## src/rtl/tb4004_pkg.sv

```systemverilog
`default_nettype none
// ============================================================================
//  Module      : tb4004_pkg
//  Description : Shared constants and types for the 4004-style front end:
//                subcycle numbering, two-word opcode OPR values and the
//                instruction-fetch state encoding.
//  Revision    : 1.0  initial release
// ============================================================================
package tb4004_pkg;

  // Subcycle numbering driven by the timing generator, one per clock.
  localparam logic [2:0] CYC_A1 = 3'd0;
  localparam logic [2:0] CYC_A2 = 3'd1;
  localparam logic [2:0] CYC_A3 = 3'd2;
  localparam logic [2:0] CYC_M1 = 3'd3;
  localparam logic [2:0] CYC_M2 = 3'd4;
  localparam logic [2:0] CYC_X1 = 3'd5;
  localparam logic [2:0] CYC_X2 = 3'd6;
  localparam logic [2:0] CYC_X3 = 3'd7;

  // OPR (upper nibble) values that start a two-word instruction.
  // OPR_FIM_SRC is two-word (FIM) only when OPA[0]=0; otherwise it is SRC.
  localparam logic [3:0] OPR_JCN     = 4'h1;
  localparam logic [3:0] OPR_FIM_SRC = 4'h2;
  localparam logic [3:0] OPR_JUN     = 4'h4;
  localparam logic [3:0] OPR_JMS     = 4'h5;
  localparam logic [3:0] OPR_ISZ     = 4'h7;

  // Instruction-fetch state encoding.
  localparam logic [0:0] FETCH_WORD1 = 1'b0;
  localparam logic [0:0] FETCH_WORD2 = 1'b1;

  // One instruction byte split into its two nibbles.
  typedef struct packed {
    logic [3:0] opr;
    logic [3:0] opa;
  } ibyte_t;

endpackage : tb4004_pkg
`default_nettype wire

```

## src/rtl/instr_fetch_if.sv

```systemverilog
`default_nettype none
// ============================================================================
//  Module      : instr_fetch_if
//  Description : Bundle between the ROM nibble bus / timing generator side
//                and the instruction fetch unit, plus the completed
//                instruction handed on to the decoder.
//                master : drives subcycle, ROM nibble and flush.
//                slave  : the fetch unit; drives the instruction outputs.
//  Revision    : 1.0  initial release
// ============================================================================
interface instr_fetch_if;

  logic [2:0] cycle;        // current subcycle 0=A1 .. 7=X3
  logic [3:0] romNibble;    // ROM nibble, meaningful at M1 and M2 only
  logic       flush;        // discard partial / pending instruction
  logic [7:0] instr;        // first byte {OPR, OPA}
  logic [7:0] operand;      // second byte, 0x00 for one-word instructions
  logic       isTwoWord;    // instr/operand form a two-word instruction
  logic       instrValid;   // one-clock completion pulse
  logic       secondPhase;  // waiting for the second byte
  logic       seqErr;       // sticky subcycle sequence error

  modport master (
    output cycle,
    output romNibble,
    output flush,
    input  instr,
    input  operand,
    input  isTwoWord,
    input  instrValid,
    input  secondPhase,
    input  seqErr
  );

  modport slave (
    input  cycle,
    input  romNibble,
    input  flush,
    output instr,
    output operand,
    output isTwoWord,
    output instrValid,
    output secondPhase,
    output seqErr
  );

endinterface : instr_fetch_if
`default_nettype wire

```

## src/rtl/instr_fetch_twoword_decode.sv

```systemverilog
`default_nettype none
// ============================================================================
//  Module      : twoword_decode
//  Description : Combinational classifier: tells whether an instruction byte
//                opens a two-word instruction (JCN, FIM, JUN, JMS, ISZ).
//                Shared with the instruction decoder.
//  Revision    : 1.0  initial release
// ============================================================================
module twoword_decode
  import tb4004_pkg::*;
(
  input  logic [7:0] i_byte,
  output logic       o_is_two
);

  ibyte_t w_ib;
  assign w_ib = ibyte_t'(i_byte);

  // Only OPA[0] matters for the classification; the rest of OPA is carried
  // through the port so callers can hand over the whole byte.
  logic w_unused_opa;
  assign w_unused_opa = ^w_ib.opa[3:1];

  // Classify on OPR; FIM and SRC share OPR 0x2 and differ in OPA[0].
  always_comb begin
    o_is_two = 1'b0;
    case (w_ib.opr)
      OPR_JCN,
      OPR_JUN,
      OPR_JMS,
      OPR_ISZ:     o_is_two = 1'b1;
      OPR_FIM_SRC: o_is_two = ~w_ib.opa[0];
      default:     o_is_two = 1'b0;
    endcase
  end

endmodule : twoword_decode
`default_nettype wire

```

## src/rtl/instr_fetch.sv

```systemverilog
`default_nettype none
// ============================================================================
//  Module      : instr_fetch
//  Description : Samples the ROM nibble bus at M1 (upper) and M2 (lower),
//                assembles instruction bytes, collects the second byte of
//                two-word instructions in the following machine cycle and
//                emits one instrValid pulse (during X1) per instruction.
//  Options     : `define IFETCH_SEQ_CHECK_EN builds the subcycle sequence
//                checker driving seqErr; otherwise seqErr is tied low.
//  Revision    : 1.0  initial release
// ============================================================================
module instr_fetch
  import tb4004_pkg::*;
#(
  parameter int unsigned TWO_WORD_EN = 1  // 0: every byte is one-word
)(
  input  logic          clk,
  input  logic          rst_n,
  instr_fetch_if.slave  bus
);

  // --------------------------------------------------------------------------
  // Registers
  // --------------------------------------------------------------------------
  logic [0:0] r_state;     // FETCH_WORD1 / FETCH_WORD2
  logic [3:0] r_hold;      // upper nibble captured at M1
  logic [7:0] r_instr;
  logic [7:0] r_operand;
  logic       r_two;
  logic       r_valid;

  // --------------------------------------------------------------------------
  // Byte assembly and classification
  // --------------------------------------------------------------------------
  logic       w_cap_hi;    // this edge latches the upper nibble
  logic       w_cap_lo;    // this edge completes a byte
  logic [7:0] w_byte;
  logic       w_is_two;
  logic       w_opens_two; // completed first byte needs a second byte

  assign w_cap_hi    = (bus.cycle == CYC_M1);
  assign w_cap_lo    = (bus.cycle == CYC_M2);
  assign w_byte      = {r_hold, bus.romNibble};
  assign w_opens_two = (TWO_WORD_EN != 0) && w_is_two;

  twoword_decode u_twoword_decode (
    .i_byte   (w_byte),
    .o_is_two (w_is_two)
  );

  // Fetch FSM: capture nibbles, hand over complete instructions, honour flush.
  // Reset is checked first so it wins over flush; flush wins over capture so a
  // byte completing on a flush edge is dropped without a pulse.
  always_ff @(posedge clk) begin
    if (!rst_n) begin
      r_state   <= FETCH_WORD1;
      r_hold    <= 4'h0;
      r_instr   <= 8'h00;
      r_operand <= 8'h00;
      r_two     <= 1'b0;
      r_valid   <= 1'b0;
    end else begin
      r_valid <= 1'b0;
      if (bus.flush) begin
        r_state <= FETCH_WORD1;
        r_hold  <= 4'h0;
      end else if (w_cap_hi) begin
        r_hold <= bus.romNibble;
      end else if (w_cap_lo) begin
        if (r_state == FETCH_WORD2) begin
          // Second byte: instr already holds the opcode byte.
          r_operand <= w_byte;
          r_two     <= 1'b1;
          r_valid   <= 1'b1;
          r_state   <= FETCH_WORD1;
        end else if (w_opens_two) begin
          // Opcode byte of a two-word instruction: park it, no pulse yet.
          r_instr <= w_byte;
          r_state <= FETCH_WORD2;
        end else begin
          r_instr   <= w_byte;
          r_operand <= 8'h00;
          r_two     <= 1'b0;
          r_valid   <= 1'b1;
        end
      end
    end
  end

  assign bus.instr       = r_instr;
  assign bus.operand     = r_operand;
  assign bus.isTwoWord   = r_two;
  assign bus.instrValid  = r_valid;
  assign bus.secondPhase = (r_state == FETCH_WORD2);

  // --------------------------------------------------------------------------
  // Optional subcycle sequence checker
  // --------------------------------------------------------------------------
`ifdef IFETCH_SEQ_CHECK_EN
  logic [2:0] r_prev_cycle;
  logic       r_armed;     // low on the first clock after reset: no history
  logic       r_seq_err;
  logic [2:0] w_next_cycle;

  assign w_next_cycle = r_prev_cycle + 3'd1;  // wraps X3 -> A1

  // Flag any subcycle that is not the successor of the previous one; sticky.
  always_ff @(posedge clk) begin
    if (!rst_n) begin
      r_prev_cycle <= 3'd0;
      r_armed      <= 1'b0;
      r_seq_err    <= 1'b0;
    end else begin
      r_prev_cycle <= bus.cycle;
      r_armed      <= 1'b1;
      if (r_armed && (bus.cycle != w_next_cycle)) begin
        r_seq_err <= 1'b1;
      end
    end
  end

  assign bus.seqErr = r_seq_err;
`else
  assign bus.seqErr = 1'b0;
`endif

endmodule : instr_fetch
`default_nettype wire

```

## src/flat_wrapper.sv

```systemverilog
// flat-port wrapper written by rule: the top's interface ports become plain ports
module instr_fetch_flat import tb4004_pkg::*;
#(
  parameter int unsigned TWO_WORD_EN = 1                              
)
  (clk, rst_n, bus_cycle, bus_romNibble, bus_flush, bus_instr, bus_operand, bus_isTwoWord, bus_instrValid, bus_secondPhase, bus_seqErr);
  instr_fetch_if bus_i ();
  input  logic clk;
  input  logic rst_n;
  input wire logic [$bits(bus_i.cycle)-1:0] bus_cycle;
  input wire logic [$bits(bus_i.romNibble)-1:0] bus_romNibble;
  input wire logic [$bits(bus_i.flush)-1:0] bus_flush;
  output wire logic [$bits(bus_i.instr)-1:0] bus_instr;
  output wire logic [$bits(bus_i.operand)-1:0] bus_operand;
  output wire logic [$bits(bus_i.isTwoWord)-1:0] bus_isTwoWord;
  output wire logic [$bits(bus_i.instrValid)-1:0] bus_instrValid;
  output wire logic [$bits(bus_i.secondPhase)-1:0] bus_secondPhase;
  output wire logic [$bits(bus_i.seqErr)-1:0] bus_seqErr;
  assign bus_i.cycle = bus_cycle;
  assign bus_i.romNibble = bus_romNibble;
  assign bus_i.flush = bus_flush;
  assign bus_instr = bus_i.instr;
  assign bus_operand = bus_i.operand;
  assign bus_isTwoWord = bus_i.isTwoWord;
  assign bus_instrValid = bus_i.instrValid;
  assign bus_secondPhase = bus_i.secondPhase;
  assign bus_seqErr = bus_i.seqErr;
  instr_fetch #(.TWO_WORD_EN(TWO_WORD_EN)) u_core (.clk(clk), .rst_n(rst_n), .bus(bus_i));
endmodule
```

## config.mk

```make
export PLATFORM = sky130hd
export DESIGN_NAME = instr_fetch_flat
export DESIGN_NICKNAME = d
export VERILOG_FILES = /design/src/rtl/tb4004_pkg.sv /design/src/rtl/instr_fetch_if.sv /design/src/rtl/instr_fetch_twoword_decode.sv /design/src/rtl/instr_fetch.sv /design/src/flat_wrapper.sv
export SDC_FILE = /design/constraint.sdc
export NUM_CORES = 1
export LEC_CHECK = 0
export ABC_AREA = 1
export CAP_MARGIN = 10
export CORE_MARGIN = 10
export CORE_UTILIZATION = 60
export DETAILED_ROUTE_END_ITERATION = 10
export DONT_BUFFER_PORTS = 1
export HOLD_SLACK_MARGIN = 0.1
export PLACE_DENSITY_LB_ADDON = 0.05
export SYNTH_ARGS = -nofsm -noshare
export SYNTH_HDL_FRONTEND = slang
export SYNTH_SLANG_ARGS = --single-unit
```

## constraint.sdc

```tcl
create_clock -name clk -period 1.6 [get_ports clk]
set_input_delay 0.32 -clock clk [delete_from_list [all_inputs] [get_ports clk]]
set_output_delay 0.32 -clock clk [all_outputs]
set_load 0.01 [all_outputs]
```

* Word level (Yosys, flattened, before mapping)
Cells that the tools add are included.
** Word-level totals
- Register bits :: 23
- Bits in latches :: 0
- RAM bits :: 0
- Memory bits (read-only) :: 0
- Input port bits :: 10
- Output and inout port bits :: 20
- Memories :: 0
** Operators by class
- Add/subtract/negate cells :: 0
- Multiply operators :: 0
- Divide/modulo/power cells :: 0
- Magnitude comparators :: 0
- Equality and inequality tests :: 8
- Shift operators :: 0
- Mux-type cells :: 9
- Bitwise gates (word level) :: 6
- Reductions and logical operators :: 6
** Operator list (number)
- 8-bit two-way mux :: 2
- 4-bit by 3-bit == test with 1-bit output (second input constant) :: 3
- 4-bit AND reduction :: 2
- 4-bit OR reduction :: 2
- 1-bit two-way mux :: 6
- 1-bit NOT :: 6
- 4-bit by 1-bit == test with 1-bit output (second input constant) :: 1
- 4-bit by 2-bit == test with 1-bit output (second input constant) :: 1
- 3-bit by 2-bit == test with 1-bit output (second input constant) :: 1
- 3-bit == test (second input constant) :: 1
- 2-bit by 1-bit != test with 1-bit output (second input constant) :: 1
- 1-bit one-hot mux with 2 select lines :: 1
- 2-bit AND reduction :: 1
- 2-bit OR reduction :: 1

* Logic depth before layout (Yosys ltp)
- Depth after elaboration :: 5
- Mapped depth :: 8
- Mapped depth without buffers :: 8

* Hierarchy
From an unflattened synthesis, not the netlist that was laid out.
** Second synthesis, totals
- Cell total of the unflattened synthesis :: 138
- Area, all modules :: 988.4 µm²
** Modules (own cells, without submodules)
- instr_fetch :: instances 1, cells an instance 124, area an instance 935.9 µm², sequential area each 460.4 µm²
- twoword_decode :: instances 1, cells an instance 14, area an instance 52.6 µm², sequential area each 0.0 µm²

* Least setup slack after synthesis
Ideal clock, no wire load.
- Kind :: input-to-reg
- From :: input port bus_cycle[0]
- To :: register u_core.r_instr[4] (netlist: u_core.bus.instr[4])
- Setup time :: 0.066 ns
- Arrival time :: 1.031 ns
- Data required time :: 1.534 ns
- Path slack :: 0.503 ns
- Stages on the path :: 6
- Path through :: nor2_1 nand2_1 nor3_4 buf_6 o21ai_2 a21oi_2
** Between the ends
- Cells in the longest elaborated chain, start to end :: 3
- Elaborated cells on any way between the ends :: 4
- Classes of those cells :: 2 x eq/ne; 1 x bitwise; 1 x reduce/logical
** Ends and longest elaborated chain
- from (decl) :: line flat_wrapper.sv:10 : input wire logic [$bits(bus_i.cycle)-1:0] bus_cycle;
- 3-bit by 2-bit == test with 1-bit output :: line instr_fetch.sv:41 : assign w_cap_hi = (bus.cycle == CYC_M1);
- 1-bit NOT (no line)
- 4-bit AND reduction (no line) (*)
- to (signal assigned) :: line instr_fetch.sv:78 : r_instr <= w_byte;
- to (signal assigned) :: line instr_fetch.sv:81 : r_instr <= w_byte;
- to (decl) :: line instr_fetch.sv:27 : logic [7:0] r_instr;
Mark *: on every way between the ends. The rest lies on a longest branch, timed or not.
A chain may end at the register's enable or synchronous reset.

* Final worst setup path
- From :: register u_core.r_state (netlist: u_core.bus.secondPhase)
- To :: register u_core.r_instr[5] (netlist: u_core.bus.instr[5])
** Between the ends
- Cells in the longest elaborated chain, start to end :: 2
** Ends and longest elaborated chain
- from (decl) :: line instr_fetch.sv:25 : logic [0:0] r_state;
- from (signal assigned) :: line instr_fetch.sv:56 : r_state <= FETCH_WORD1;
- from (signal assigned) :: line instr_fetch.sv:65 : r_state <= FETCH_WORD1;
- from (signal assigned) :: line instr_fetch.sv:75 : r_state <= FETCH_WORD1;
- 1-bit NOT (no line)
- 4-bit AND reduction (no line)
No other way between the ends.

==> impl_metrics.py <==
metrics = {
    "outcome": {
        "outcome": "completed",
    },
    "clock_tree": {
        "cts_tree": "built",
        "post_cts_resize_count": 0,
        "cts.clk_slew.worst_paths_ns": 0.12,
        "hold_buffers": 1,
        "cts_max_level": 1,
        "clk_latency_ns": 0.30,
        "cts_setup_buffers": 0,
        "cts_root_buf": "clkbuf_4",
        "cts_sinks": 23,
        "cts.path.max_buffers": 2,
        "cts_made_buffers": 3,
    },
    "layout": {
        "fin_cells": 134,
        "final_nets": 129,
        "n_antenna_cell": 0,
        "ff_latch_area_um2": 460.4,
        "fin_util_pct": 65.80,
        "multi_input_area_um2": 389.1,
        "drive_gt1_share_pct": 13.56,
        "layout_commonest_cell": "dfxtp_1",
        "final_cell_mix": "dfxtp_1 (23), a21oi_1 (16), nand2_1 (15)",
        "fill_cells": 138,
        "area_delta_synth_final_pct": 5.384,
    },
    "logic_synthesis": {
        "ys_seq_area_share_pct": 49.53,
        "yosysTopAreaCellShare_pct": 49.53,
        "syn-num-nets": 125,
        "synth.cell_area_um2": 929.6,
        "synth_cell_types": 21,
        "synth-seq-cells": 23,
        "syn_inst": 115,
        "yosysTopAreaCell": "dfxtp_1",
        "syn-mean-instance-area_um2": 8.084,
        "yosys_warnings": 0,
        "synthTopCellsByArea": "dfxtp_1 (50%), a21oi_1 (8.6%), nand2_1 (6.1%)",
    },
    "sta": {
        "period_share_pct": 77.55,
        "slew_viol_final": 0,
        "fin_skew_ns": 0.002289,
        "fmax_mhz": 806.0,
        "period_needed_ns": 1.241,
        "hold_viol": 0,
        "finalSetupTns_ns": 0,
        "rsz0062_at_grt": "false",
        "setup_viol": 0,
    },
    "grt": {
        "grt_pass1_wl_um": 3415,
        "grt_max_degree": 14,
        "grt-ovfl-total": 0,
        "grt_usage_pct": 12.17,
        "grt_pass1_vias": 729,
        "antenna_found_initial": 0,
    },
    "pwr": {
        "seqPwrFrac_pct": 64.7,
        "switching_share_pct": 23.79,
        "power.share.combinational_pct": 6.7,
        "clkPwrFrac_pct": 28.6,
        "p_sw_mw": 0.2186,
        "p_leak_nw": 0.3797,
        "intPower_mw": 0.7001,
        "vdd_drop_max_v": 0.0006287,
        "power_mw": 0.9187,
        "power_density_mw_per_mm2": 937.7,
    },
    "detailed_routing": {
        "wire_per_inst_um": 15.12,
        "ant_nets": 0,
        "drcViolationCount": 0,
        "drt_iter0_markers": 15,
        "vias_per_cell": 5.612,
        "finalWirelength_um": 2026,
        "drtPass1Iterations": 4,
        "vias": 752,
    },
    "floorplan": {
        "num_io_pins": 30,
        "rows": 14,
        "fp.dieH_um": 59.36,
        "die-area_mm2": 0.003524,
        "core_mm2": 0.001489,
        "start_util_pct": 62.44,
        "die_w_um": 59.36,
    },
    "placed_design": {
        "placed_cells": 128,
        "gp_congestion": 0.8008,
        "portBuffers": 0,
        "dp_hpwl_um": 1532,
    },
    "setup_path": {
        "start_kind": "flip-flop",
        "rrSetupSlack_ns": 0.36,
        "r2r_end": "u_core.bus.instr[5]",
        "rr_startpoint": "u_core.bus.secondPhase",
        "crit_required_ns": 1.85,
        "end_kind": "flip-flop",
        "crit_type": "reg2reg",
        "cp_data_arrival_time_ns": 1.49,
        "crit_fanout": 11,
        "rr_worst_depth": 4,
    },
    "min_path": {
        "hold_end": "u_core.bus.instr[4]",
        "holdPathStages": 2,
        "hp-class": "in2reg",
        "hp-start": "rst_n",
    },
    "flow_run": {
        "drv_cap": 0,
    },
}
cell families after synthesis:
family | after synthesis | share of synthesized area, %
simple gates | 42 | 23.15
compound gates | 31 | 18.30
flops | 23 | 49.53
buf+inv | 18 | 8.614
other cells | 1 | 0.4034
layout make-up:
| type | instances | area share, % |
|---|---|---|
| Tap cell | 16 | 2.043 |
| Clock buffer | 4 | 2.682 |
| Sequential cell | 23 | 47.00 |
| Multi-Input combinational cell | 74 | 39.72 |
| Inverter | 13 | 4.981 |
| Timing Repair Buffer | 4 | 3.576 |
worst max-delay path, cell delays in order (launching register included):
cell and delay (ns):
dfxtp_1 0.42, nor3_4 0.40, buf_4 0.22, o21ai_2 0.06, a21oi_2 0.09
flip-flops by register name, summed over array words and instances, names as in the netlist:
register,cells
u_core.bus.instr,8
u_core.bus.instrValid,1
u_core.bus.isTwoWord,1
u_core.bus.operand,8
u_core.bus.secondPhase,1
u_core.r_hold,4
how the worst max path moves through the flow:
stage | slack, ns | startpoint | end | cells after the start
floorplan | 0.50 | bus_cycle[0] | u_core.bus.instr[4] | 6
global placement | 0.30 | bus_cycle[0] | u_core.bus.instr[4] | 6
detailed placement | 0.27 | bus_cycle[0] | u_core.bus.instr[5] | 6
CTS | 0.35 | u_core.bus.secondPhase | u_core.bus.instr[5] | 4
global route | 0.23 | u_core.r_hold[0] | u_core.bus.operand[4] | 8
finish | 0.36 | u_core.bus.secondPhase | u_core.bus.instr[5] | 4
routing by layer:
| layer | global-route usage (%) | up-vias | wire, um |
|---|---|---|---|
| li1 | - | 388 | - |
| met1 | 13.56 | 336 | 811 |
| met2 | 18.57 | 24 | 906 |
| met3 | 6.867 | 4 | 283 |
| met4 | 4.918 | 0 | 24 |
| met5 | 0 | - | 0 |
power by group through the flow:
stage          clock network (mW)  logic (mW)  registers, mW
6_report                    0.263      0.0612          0.594
5_1_grt                     0.292      0.0701          0.596
4_1_cts                     0.268      0.0589          0.595
3_5_place_dp                    0      0.0565          0.608
3_3_place_gp                    0      0.0548          0.607
2_1_floorplan                   0      0.0512          0.605
cells in the mapped netlist, drive strengths merged:
| library cell | n |
|---|---|
| a21oi | 18 |
| buf | 3 |
| clkbuf | 2 |
| conb | 1 |
| dfxtp | 23 |
| inv | 13 |
| nand2 | 16 |
| nand3 | 5 |
| nand4 | 8 |
| nor2 | 11 |
| nor3 | 2 |
| o21ai | 13 |
per-stage QoR:
step                cell area (um^2)  setup slack (ns)  hold WS, ns
floorplan                      929.6            0.5031       0.3971
global placement               933.4            0.3017       0.4015
detailed placement             933.4            0.2664       0.4023
CTS                            969.7            0.3473       0.1042
global route                   979.7            0.2264       0.1009
finish                         979.7            0.3593       0.1106
No activity file was read; power rests on OpenSTA's default activity.
